## config.mk

```make
export PLATFORM = sky130hd
export DESIGN_NAME = spi_xfer_sequencer
export DESIGN_NICKNAME = d
export VERILOG_FILES = /design/src/rtl/spi_xfer_sequencer.sv
export SDC_FILE = /design/constraint.sdc
export NUM_CORES = 1
export LEC_CHECK = 0
export BUFFER_PORTS_ARGS = -buffer_cell sky130_fd_sc_hd__buf_2
export CAP_MARGIN = 20
export CORE_UTILIZATION = 30
export DETAILED_ROUTE_END_ITERATION = 6
export PLACE_DENSITY_LB_ADDON = 0.1
export SYNTH_ARGS = -nofsm -noshare
export SYNTH_HDL_FRONTEND = slang
export SYNTH_SLANG_ARGS = --single-unit
```

## constraint.sdc

```tcl
create_clock -name clk -period 4.1 [get_ports clk]
set_input_delay 0.615 -clock clk [delete_from_list [all_inputs] [get_ports clk]]
set_output_delay 0.615 -clock clk [all_outputs]
set_load 0.02 [all_outputs]
```

## src/rtl/spi_xfer_sequencer.sv

```systemverilog
// Host-facing sequencer in front of the SPI master core: TX/RX byte FIFOs plus a CS-framed multi-byte command FSM.
// Latency: command accept to CS_n low is 1 clk; each byte leaves on o_TX_DV 1 clk after i_TX_Ready is seen high in LOAD.
// Backpressure: host pushes to a full TX FIFO are dropped; the FSM waits on i_TX_Ready; RX bytes that hit a full RX FIFO are dropped and flagged.
module spi_xfer_sequencer #(
  parameter int FIFO_DEPTH    = 8,
  parameter int CS_SETUP_CLKS = 2,
  parameter int CS_HOLD_CLKS  = 2,
  parameter int CS_IDLE_CLKS  = 1,
  localparam int CNT_W        = $clog2(FIFO_DEPTH + 1)
) (
  input  logic             clk,
  input  logic             rst_n,
  // host TX FIFO write side
  input  logic [7:0]       i_Wr_Data,
  input  logic             i_Wr_En,
  output logic             o_Tx_Full,
  output logic [CNT_W-1:0] o_Tx_Count,
  // host RX FIFO read side (first-word fall-through)
  output logic [7:0]       o_Rd_Data,
  input  logic             i_Rd_En,
  output logic             o_Rx_Empty,
  output logic [CNT_W-1:0] o_Rx_Count,
  // command interface
  input  logic [CNT_W-1:0] i_Cmd_Len,
  input  logic             i_Cmd_Valid,
  output logic             o_Cmd_Ready,
  output logic             o_Cmd_Err,
  output logic             o_Done,
  output logic             o_Busy,
  output logic             o_Rx_Ovf,
  // SPI master core side
  output logic             o_SPI_CS_n,
  output logic [7:0]       o_TX_Byte,
  output logic             o_TX_DV,
  input  logic             i_TX_Ready,
  input  logic             i_RX_DV,
  input  logic [7:0]       i_RX_Byte
);

  localparam int PTR_W = $clog2(FIFO_DEPTH);

  // Timer compare points; every CS_*_CLKS must be at least 1.
  localparam logic [7:0] SETUP_LAST = 8'(CS_SETUP_CLKS - 1);
  localparam logic [7:0] HOLD_LAST  = 8'(CS_HOLD_CLKS - 1);
  localparam logic [7:0] IDLE_LAST  = 8'(CS_IDLE_CLKS - 1);

  typedef enum logic [2:0] {
    ST_IDLE,
    ST_CS_SETUP,
    ST_LOAD,
    ST_WAIT_RX,
    ST_CS_HOLD,
    ST_CS_IDLE
  } state_t;

  state_t           state;
  logic [7:0]       tmr;
  logic [CNT_W-1:0] rem;
  logic             cs_n_q;
  logic             tx_dv_q;
  logic [7:0]       tx_byte_q;
  logic             done_q;
  logic             cmd_err_q;
  logic             rx_ovf_q;

  // Both FIFOs share one body; index 0 is the TX FIFO, index 1 the RX FIFO.
  logic [1:0]            f_wr_vld;
  logic [1:0][7:0]       f_wr_dat;
  logic [1:0]            f_rd_rdy;
  logic [1:0][7:0]       f_rd_dat;
  logic [1:0]            f_full;
  logic [1:0]            f_empty;
  logic [1:0][CNT_W-1:0] f_count;

  logic tx_pop;
  logic rx_push;
  logic cmd_bad;

  // The TX FIFO is never empty in LOAD (length was checked at accept), but the guard keeps a stray pop impossible.
  assign tx_pop  = (state == ST_LOAD) && i_TX_Ready && !f_empty[0];
  assign rx_push = (state == ST_WAIT_RX) && i_RX_DV;
  assign cmd_bad = (i_Cmd_Len == '0) || (i_Cmd_Len > f_count[0]);

  assign f_wr_vld = {rx_push, i_Wr_En};
  assign f_wr_dat = {i_RX_Byte, i_Wr_Data};
  assign f_rd_rdy = {i_Rd_En, tx_pop};

  for (genvar g = 0; g < 2; g++) begin : g_fifo
    logic [7:0]       mem [FIFO_DEPTH];
    logic [PTR_W-1:0] wr_ptr;
    logic [PTR_W-1:0] rd_ptr;
    logic [CNT_W-1:0] cnt;
    logic             do_wr;
    logic             do_rd;

    // A push into a full FIFO is dropped even when a pop frees a slot on the same edge.
    assign do_wr = f_wr_vld[g] && (cnt != CNT_W'(FIFO_DEPTH));
    assign do_rd = f_rd_rdy[g] && (cnt != '0);

    // Storage array, no reset needed: entries are only read once written.
    always_ff @(posedge clk) begin
      if (do_wr) begin
        mem[wr_ptr] <= f_wr_dat[g];
      end
    end

    // Pointers wrap naturally because the depth is a power of two; count tracks occupancy.
    always_ff @(posedge clk or negedge rst_n) begin
      if (!rst_n) begin
        wr_ptr <= '0;
        rd_ptr <= '0;
        cnt    <= '0;
      end else begin
        if (do_wr) begin
          wr_ptr <= wr_ptr + 1'b1;
        end
        if (do_rd) begin
          rd_ptr <= rd_ptr + 1'b1;
        end
        if (do_wr && !do_rd) begin
          cnt <= cnt + 1'b1;
        end else if (do_rd && !do_wr) begin
          cnt <= cnt - 1'b1;
        end
      end
    end

    assign f_rd_dat[g] = mem[rd_ptr];
    assign f_full[g]   = (cnt == CNT_W'(FIFO_DEPTH));
    assign f_empty[g]  = (cnt == '0);
    assign f_count[g]  = cnt;
  end

  // Command FSM: frames each command with CS_n, feeds one byte per ready window and counts RX bytes down.
  always_ff @(posedge clk or negedge rst_n) begin
    if (!rst_n) begin
      state     <= ST_IDLE;
      tmr       <= '0;
      rem       <= '0;
      cs_n_q    <= 1'b1;
      tx_dv_q   <= 1'b0;
      tx_byte_q <= '0;
      done_q    <= 1'b0;
      cmd_err_q <= 1'b0;
      rx_ovf_q  <= 1'b0;
    end else begin
      tx_dv_q   <= 1'b0;
      done_q    <= 1'b0;
      cmd_err_q <= 1'b0;
      case (state)
        ST_IDLE: begin
          if (i_Cmd_Valid) begin
            if (cmd_bad) begin
              cmd_err_q <= 1'b1;
            end else begin
              rem      <= i_Cmd_Len;
              rx_ovf_q <= 1'b0;
              cs_n_q   <= 1'b0;
              tmr      <= '0;
              state    <= ST_CS_SETUP;
            end
          end
        end
        ST_CS_SETUP: begin
          if (tmr == SETUP_LAST) begin
            tmr   <= '0;
            state <= ST_LOAD;
          end else begin
            tmr <= tmr + 1'b1;
          end
        end
        ST_LOAD: begin
          // The byte is popped on this edge and presented with a single-cycle strobe.
          if (tx_pop) begin
            tx_dv_q   <= 1'b1;
            tx_byte_q <= f_rd_dat[0];
            state     <= ST_WAIT_RX;
          end
        end
        ST_WAIT_RX: begin
          if (i_RX_DV) begin
            if (f_full[1]) begin
              rx_ovf_q <= 1'b1;
            end
            rem <= rem - 1'b1;
            if (rem == CNT_W'(1)) begin
              tmr   <= '0;
              state <= ST_CS_HOLD;
            end else begin
              state <= ST_LOAD;
            end
          end
        end
        ST_CS_HOLD: begin
          if (tmr == HOLD_LAST) begin
            tmr    <= '0;
            cs_n_q <= 1'b1;
            done_q <= (IDLE_LAST == '0);
            state  <= ST_CS_IDLE;
          end else begin
            tmr <= tmr + 1'b1;
          end
        end
        ST_CS_IDLE: begin
          // Done is raised so that it lines up with the final CS-high cycle.
          if (tmr == IDLE_LAST) begin
            tmr   <= '0;
            state <= ST_IDLE;
          end else begin
            tmr    <= tmr + 1'b1;
            done_q <= (8'(tmr + 1'b1) == IDLE_LAST);
          end
        end
        default: begin
          state  <= ST_IDLE;
          cs_n_q <= 1'b1;
        end
      endcase
    end
  end

  assign o_Tx_Full   = f_full[0];
  assign o_Tx_Count  = f_count[0];
  assign o_Rd_Data   = f_rd_dat[1];
  assign o_Rx_Empty  = f_empty[1];
  assign o_Rx_Count  = f_count[1];
  assign o_Cmd_Ready = (state == ST_IDLE);
  assign o_Busy      = (state != ST_IDLE);
  assign o_Cmd_Err   = cmd_err_q;
  assign o_Done      = done_q;
  assign o_Rx_Ovf    = rx_ovf_q;
  assign o_SPI_CS_n  = cs_n_q;
  assign o_TX_Byte   = tx_byte_q;
  assign o_TX_DV     = tx_dv_q;

endmodule

```

Word level (Yosys, flattened, before mapping)
Memory sizes are Yosys's and may differ from the RTL's. A register that Yosys moved wholly into a read port is not among the register bits.
Index checks and enable logic that the tools add are counted.
{ "word_totals": {"in_bits": 27, "ff_bits": 40, "wordCells": 130, "mem_bits_rw": 128, "output_inout_bits": 33, "mem_count": 2} }
{ "classes": {"n_eq_ne": 20, "muxes": 43, "n_reduce_logical": 39, "addsub": 10, "n_lt_le_gt_ge": 1, "bitwise": 1} }
{ "memory_table": {"columns": ["name", "depth", "width", "rd", "rd_ports_with_merged_regs", "wr", "line_no", "text"], "rows": [
  ["g_fifo[0].mem", 8, 8, 1, 1, 1, "89", "logic [7:0] mem [FIFO_DEPTH];"],
  ["g_fifo[1].mem", 8, 8, 1, 0, 1, "89", null]
]} }
{ "op_table": {"columns": ["cell", "n"], "rows": [
  ["two-way mux 8 bit", 6],
  ["one-hot mux 8 bit (4 select lines)", 1],
  ["two-way mux 4 bit", 7],
  ["two-way mux 3 bit", 8],
  ["one-hot mux 3 bit (6 select lines)", 1],
  ["zero test 8 bit", 2],
  ["two-way mux 1 bit", 16],
  ["inequality test 2 bit, second input constant", 8],
  ["adder 3 x 1 -> 3 bit, second input constant", 4],
  ["zero test 4 bit", 3],
  ["nonzero test 4 bit", 3],
  ["subtractor 4 x 1 -> 4 bit, second input constant", 3],
  ["logical AND 1 bit", 11],
  ["AND reduction 5 bit", 2],
  ["adder 4 x 1 -> 4 bit, second input constant", 2],
  ["adder 8 x 1 -> 8 bit, second input constant", 1],
  ["equality test 4 bit, second input constant", 2],
  ["equality test 8 x 1 -> 1 bit, second input constant", 1],
  ["inequality test 4 bit, second input constant", 2],
  ["one-hot mux 4 bit (2 select lines)", 1],
  ["AND reduction 4 bit", 2],
  ["AND reduction 7 bit", 1],
  ["equality test 3 x 2 -> 1 bit, second input constant", 2],
  ["equality test 3 bit, second input constant", 2],
  ["15 further kinds", 23]
]} }

Logic depth before layout (Yosys ltp)
{ "depth": {"ltp_word": 7, "ltp_mapped": 13, "depth_no_buf": 12} }

Worst setup path after synthesis
No wires, ideal clock.
{ "synth_timing": {"kind": "register -> register", "start": "reg g_fifo[1].cnt[0] (netlist: o_Rx_Count[0])", "end": "reg g_fifo[1].cnt[3] (netlist: o_Rx_Count[3])", "required_time_ps": 3966, "n_path_buf": 0, "synth_period_minus_slack_ps": 2892, "setup_slack_ps": 1208, "t_arrival_ps": 2758, "setup_ps": 134, "path_stages_with_launch": 11, "path_cell_list": "dfrtp_1 -> nor4_1 -> nand2b_1 -> ha_1 -> inv_1 -> ha_1 -> a21o_1 -> a21oi_1 -> xnor2_1 -> nor2_1 -> xor2_1"} }
{ "synth_via": {"elab_chain_len": 5, "word_cells_on_any_way": 13, "classes_between": "add/sub: 2; eq/ne: 1; mux: 2; reduce/logical: 8"} }
{ "synth_lines": {"columns": ["item", "line_no", "text"], "rows": [
  ["from (decl)", "92", "logic [CNT_W-1:0] cnt;"],
  ["from (signal assigned)", "121", "cnt <= cnt + 1'b1;"],
  ["from (signal assigned)", "123", "cnt <= cnt - 1'b1;"],
  ["parallel branches: the longest is 5 deep, another holds subtractor 4 x 1 -> 4 bit", null, null]
]} }
Several ways; the timed one is not identified. The select of a mux whose other input is x is not followed.
A chain may end at the register's enable or synchronous reset.

Worst setup path in the final report
{ "layout_timing": {"start": "reg g_fifo[1].rd_ptr[0]", "end": "out o_Rd_Data[7]"} }
{ "layout_via": {"elab_chain_len": 1} }
{ "layout_lines": {"columns": ["item", "line_no", "text"], "rows": [
  ["from (decl)", "91", "logic [PTR_W-1:0] rd_ptr;"],
  ["from (signal assigned)", "118", "rd_ptr <= rd_ptr + 1'b1;"],
  ["memory read (8 x 8 bit)", null, null],
  ["to (decl)", "19", "output logic [7:0] o_Rd_Data,"]
]} }
Every way passes these cells.

==> impl_results.md <==
* DRT antenna net count at 0
* Net count after synthesis at 511
* Hold-fix buffers, CTS at 0
* Post-synthesis sequential area ratio at 67.1%
* Post-CTS sizing at 0
* Post-route DRC at 0
* Drt initial violations at 305
* Critical Path RT at 3480 ps
* WL final at 15500 µm
* Area growth syn-to-layout at 17.8%
* Synth cell count leaders: edfxtp_1, dfrtp_1, mux4_2
* Worst-margin pin slew at 970 ps
* Port bufs at 59
* Area contributors post-synth: edfxtp_1, dfrtp_1, mux4_2, ha_1, mux2_2
* CP max FO at 12
* Post-synth cell types at 58
* Vias in the first global route at 4294
* CTS root buf: clkbuf_16
* Pin count of the biggest net entering global routing at 42
* FF-to-FF Start: state[0]
* Synth Warn # at 0
* Core ar. at 24500 µm²
* Setup_tns at 0 ps
* Die Y at 160 µm
* Crit Path Class: flip-flop to output pin
* Mapped cell area at 7520 µm²
* Largest area contributor in the netlist: edfxtp_1
* Layout cell share with drive strength beyond 1 at 30.8%
* Boundary pin count at 60
* Seq cells post-synth at 176
* Power Total at 6.38 mW
* Setup crit end kind: output pin
* Period minus WS final at 3000 ps
* Max cap viols at 0
* Post-CTS setup buffer count at 0
* Critical path startpoint: g_fifo[1].rd_ptr[0]
* Vias at 4086
* Worst path arrival time at 2390 ps
* Initial antenna violation count at 1
* Clock sink total at 176
* First-pass DRT Iterations at 4
* Routed len/inst at 17.7 µm
* Worst hold slack at 23.4 ps
* CTS H-tree depth at 4
* Clk pin slew, worst setup/hold paths at 70 ps
* RSZ-0062 raised after global routing: false
* EDFF count, synth at 128
* Full die area at 25700 µm²
* Peak Freq at 333 MHz
* First-pass GRT wire length at 24600 µm
* Top FF cell, synth: edfxtp_1
* Slew headroom at 35.1%
* CP Launch Type: flip-flop
* Outcome: finished, final reports clean
* VDD IR max at 0.000360 V
* Ant diodes at 0
* CTS tree: yes
* Avg Vias per Cell at 4.69
* Die span in x at 160 µm
* Layout Nets at 583
* Clk_lat worst skew at 430 ps
* Cells after synthesis at 463
* Final worst slack at 1100 ps
* Final global-route overflow total at 0
* Leakage at 3.29 nW
* Total GRT Usage at 12.8%
* Final Slew Violations at 0
* Row count at 57
* Hold Fails Final Rpt at 0
* # setup viols final at 0
* Clk buf depth at 2
* Initial Util at 30.8%
* Gpl congestion at 0.756
* Cts bufs inserted at 17
* Dpl hpwl at 10100 µm
* Tcrit/Tclk final at 73.2%
* Share of the synthesized area in the top cell type at 51.1%
* Top-count cell post-synth: edfxtp_1
* Dpl ws at 1170 ps
* Async S/R FF share, synth at 27.3%
* Class of the worst hold path: primary input to asynchronous set/reset pin
* PwrDens at 719 nW/µm²
* Average size of a mapped cell at 16.2 µm²
* Worst Skew at 12.7 ps
-- sequential cells by signal (all words and copies together), names as in the netlist, 3 cells and up --
signal,cells
g_fifo.mem,128
g_fifo.rd_ptr,6
g_fifo.wr_ptr,6
o_Rx_Count,4
o_TX_Byte,8
o_Tx_Count,4
rem,4
state,3
tmr,8
-- worst paths after layout --
| path | to | slack, ps | cells past startpoint |
|---|---|---|---|
| min | o_Rx_Count[0] | 20 | 1 |
| max | o_Rd_Data[7] | 1100 | 4 |
| min reg2reg | o_TX_Byte[1] | 520 | 2 |
| min in group clk | g_fifo[1].mem[0][5] | 450 | 1 |
| max in group asynchronous | g_fifo[0].rd_ptr[2] | 3260 | 2 |
| max reg2reg | o_Rx_Count[3] | 1170 | 11 |
-- report_power, final --
group          switching, mW  internal [mW]
clock network          0.753          0.932
registers              0.436           2.27
logic                   1.00          0.981
-- metrics by stage --
| stage | instances | utilization, % | area [µm²] |
|---|---|---|---|
| after CTS | 872 | 36.2 | 8860 |
| final | 872 | 36.2 | 8860 |
| after global placement | 840 | 33.7 | 8250 |
| after detailed placement | 840 | 33.7 | 8250 |
| after floorplan | 463 | - | 7520 |
| after global routing | 872 | 36.2 | 8860 |
-- critical path, stage by stage (launching register included) --
cell     delay, ps
dfrtp_1        610
buf_4          350
mux4_2         530
mux2_2         300
buf_2          160
-- cell families (layout without fill, tap and decap cells) --
kind of cell | count (synthesis) | after routing | share of synthesized area [%]
AO/OA/AOI/OAI | 53 | 53 | 5.27
buffers and inverters | 36 | 121 | 2.03
adder cells (fa/ha/maj) | 21 | 21 | 3.69
flip-flops | 176 | 176 | 67.1
multiplexers | 55 | 55 | 12.9
AND/OR/NAND/NOR | 104 | 104 | 6.95
XOR/XNOR | 18 | 18 | 2.10
-- layer usage --
layer  track usage (%)  wire (µm)  vias to the layer above
li1                  -          -                     1923
met1              15.6       6910                     2096
met3              3.38        473                       14
met2              22.0       7890                       51
met4              4.33        182                        2
met5                 0         10                        -
-- cell usage in the layout, fill, tap and decap left out, drive strengths merged, types with 3 or more instances in the layout --
| cell type | n |
|---|---|
| a21o | 5 |
| a21oi | 14 |
| a221o | 3 |
| a22o | 3 |
| and3 | 4 |
| and3b | 3 |
| buf | 71 |
| clkbuf | 17 |
| clkinv | 3 |
| dfrtp | 47 |
| edfxtp | 128 |
| ha | 19 |
| inv | 27 |
| mux2 | 15 |
| mux2i | 8 |
| mux4 | 32 |
| nand2 | 27 |
| nand2b | 7 |
| nand3 | 8 |
| nor2 | 27 |
| nor3 | 12 |
| o21ai | 11 |
| o221a | 3 |
| or4 | 3 |
| xnor2 | 12 |
| xor2 | 6 |
-- layout make-up --
type / instances / area (µm²)
sequential: 176 / 5050
inverter: 18 / 67.6
tap: 324 / 405
multi-input combinational: 251 / 2340
fill: 2331 / 15600
clock inverter: 15 / 190
timing repair buffer: 71 / 385
clock buffer: 17 / 425
Note: power is estimated with default switching activity, not from simulation.
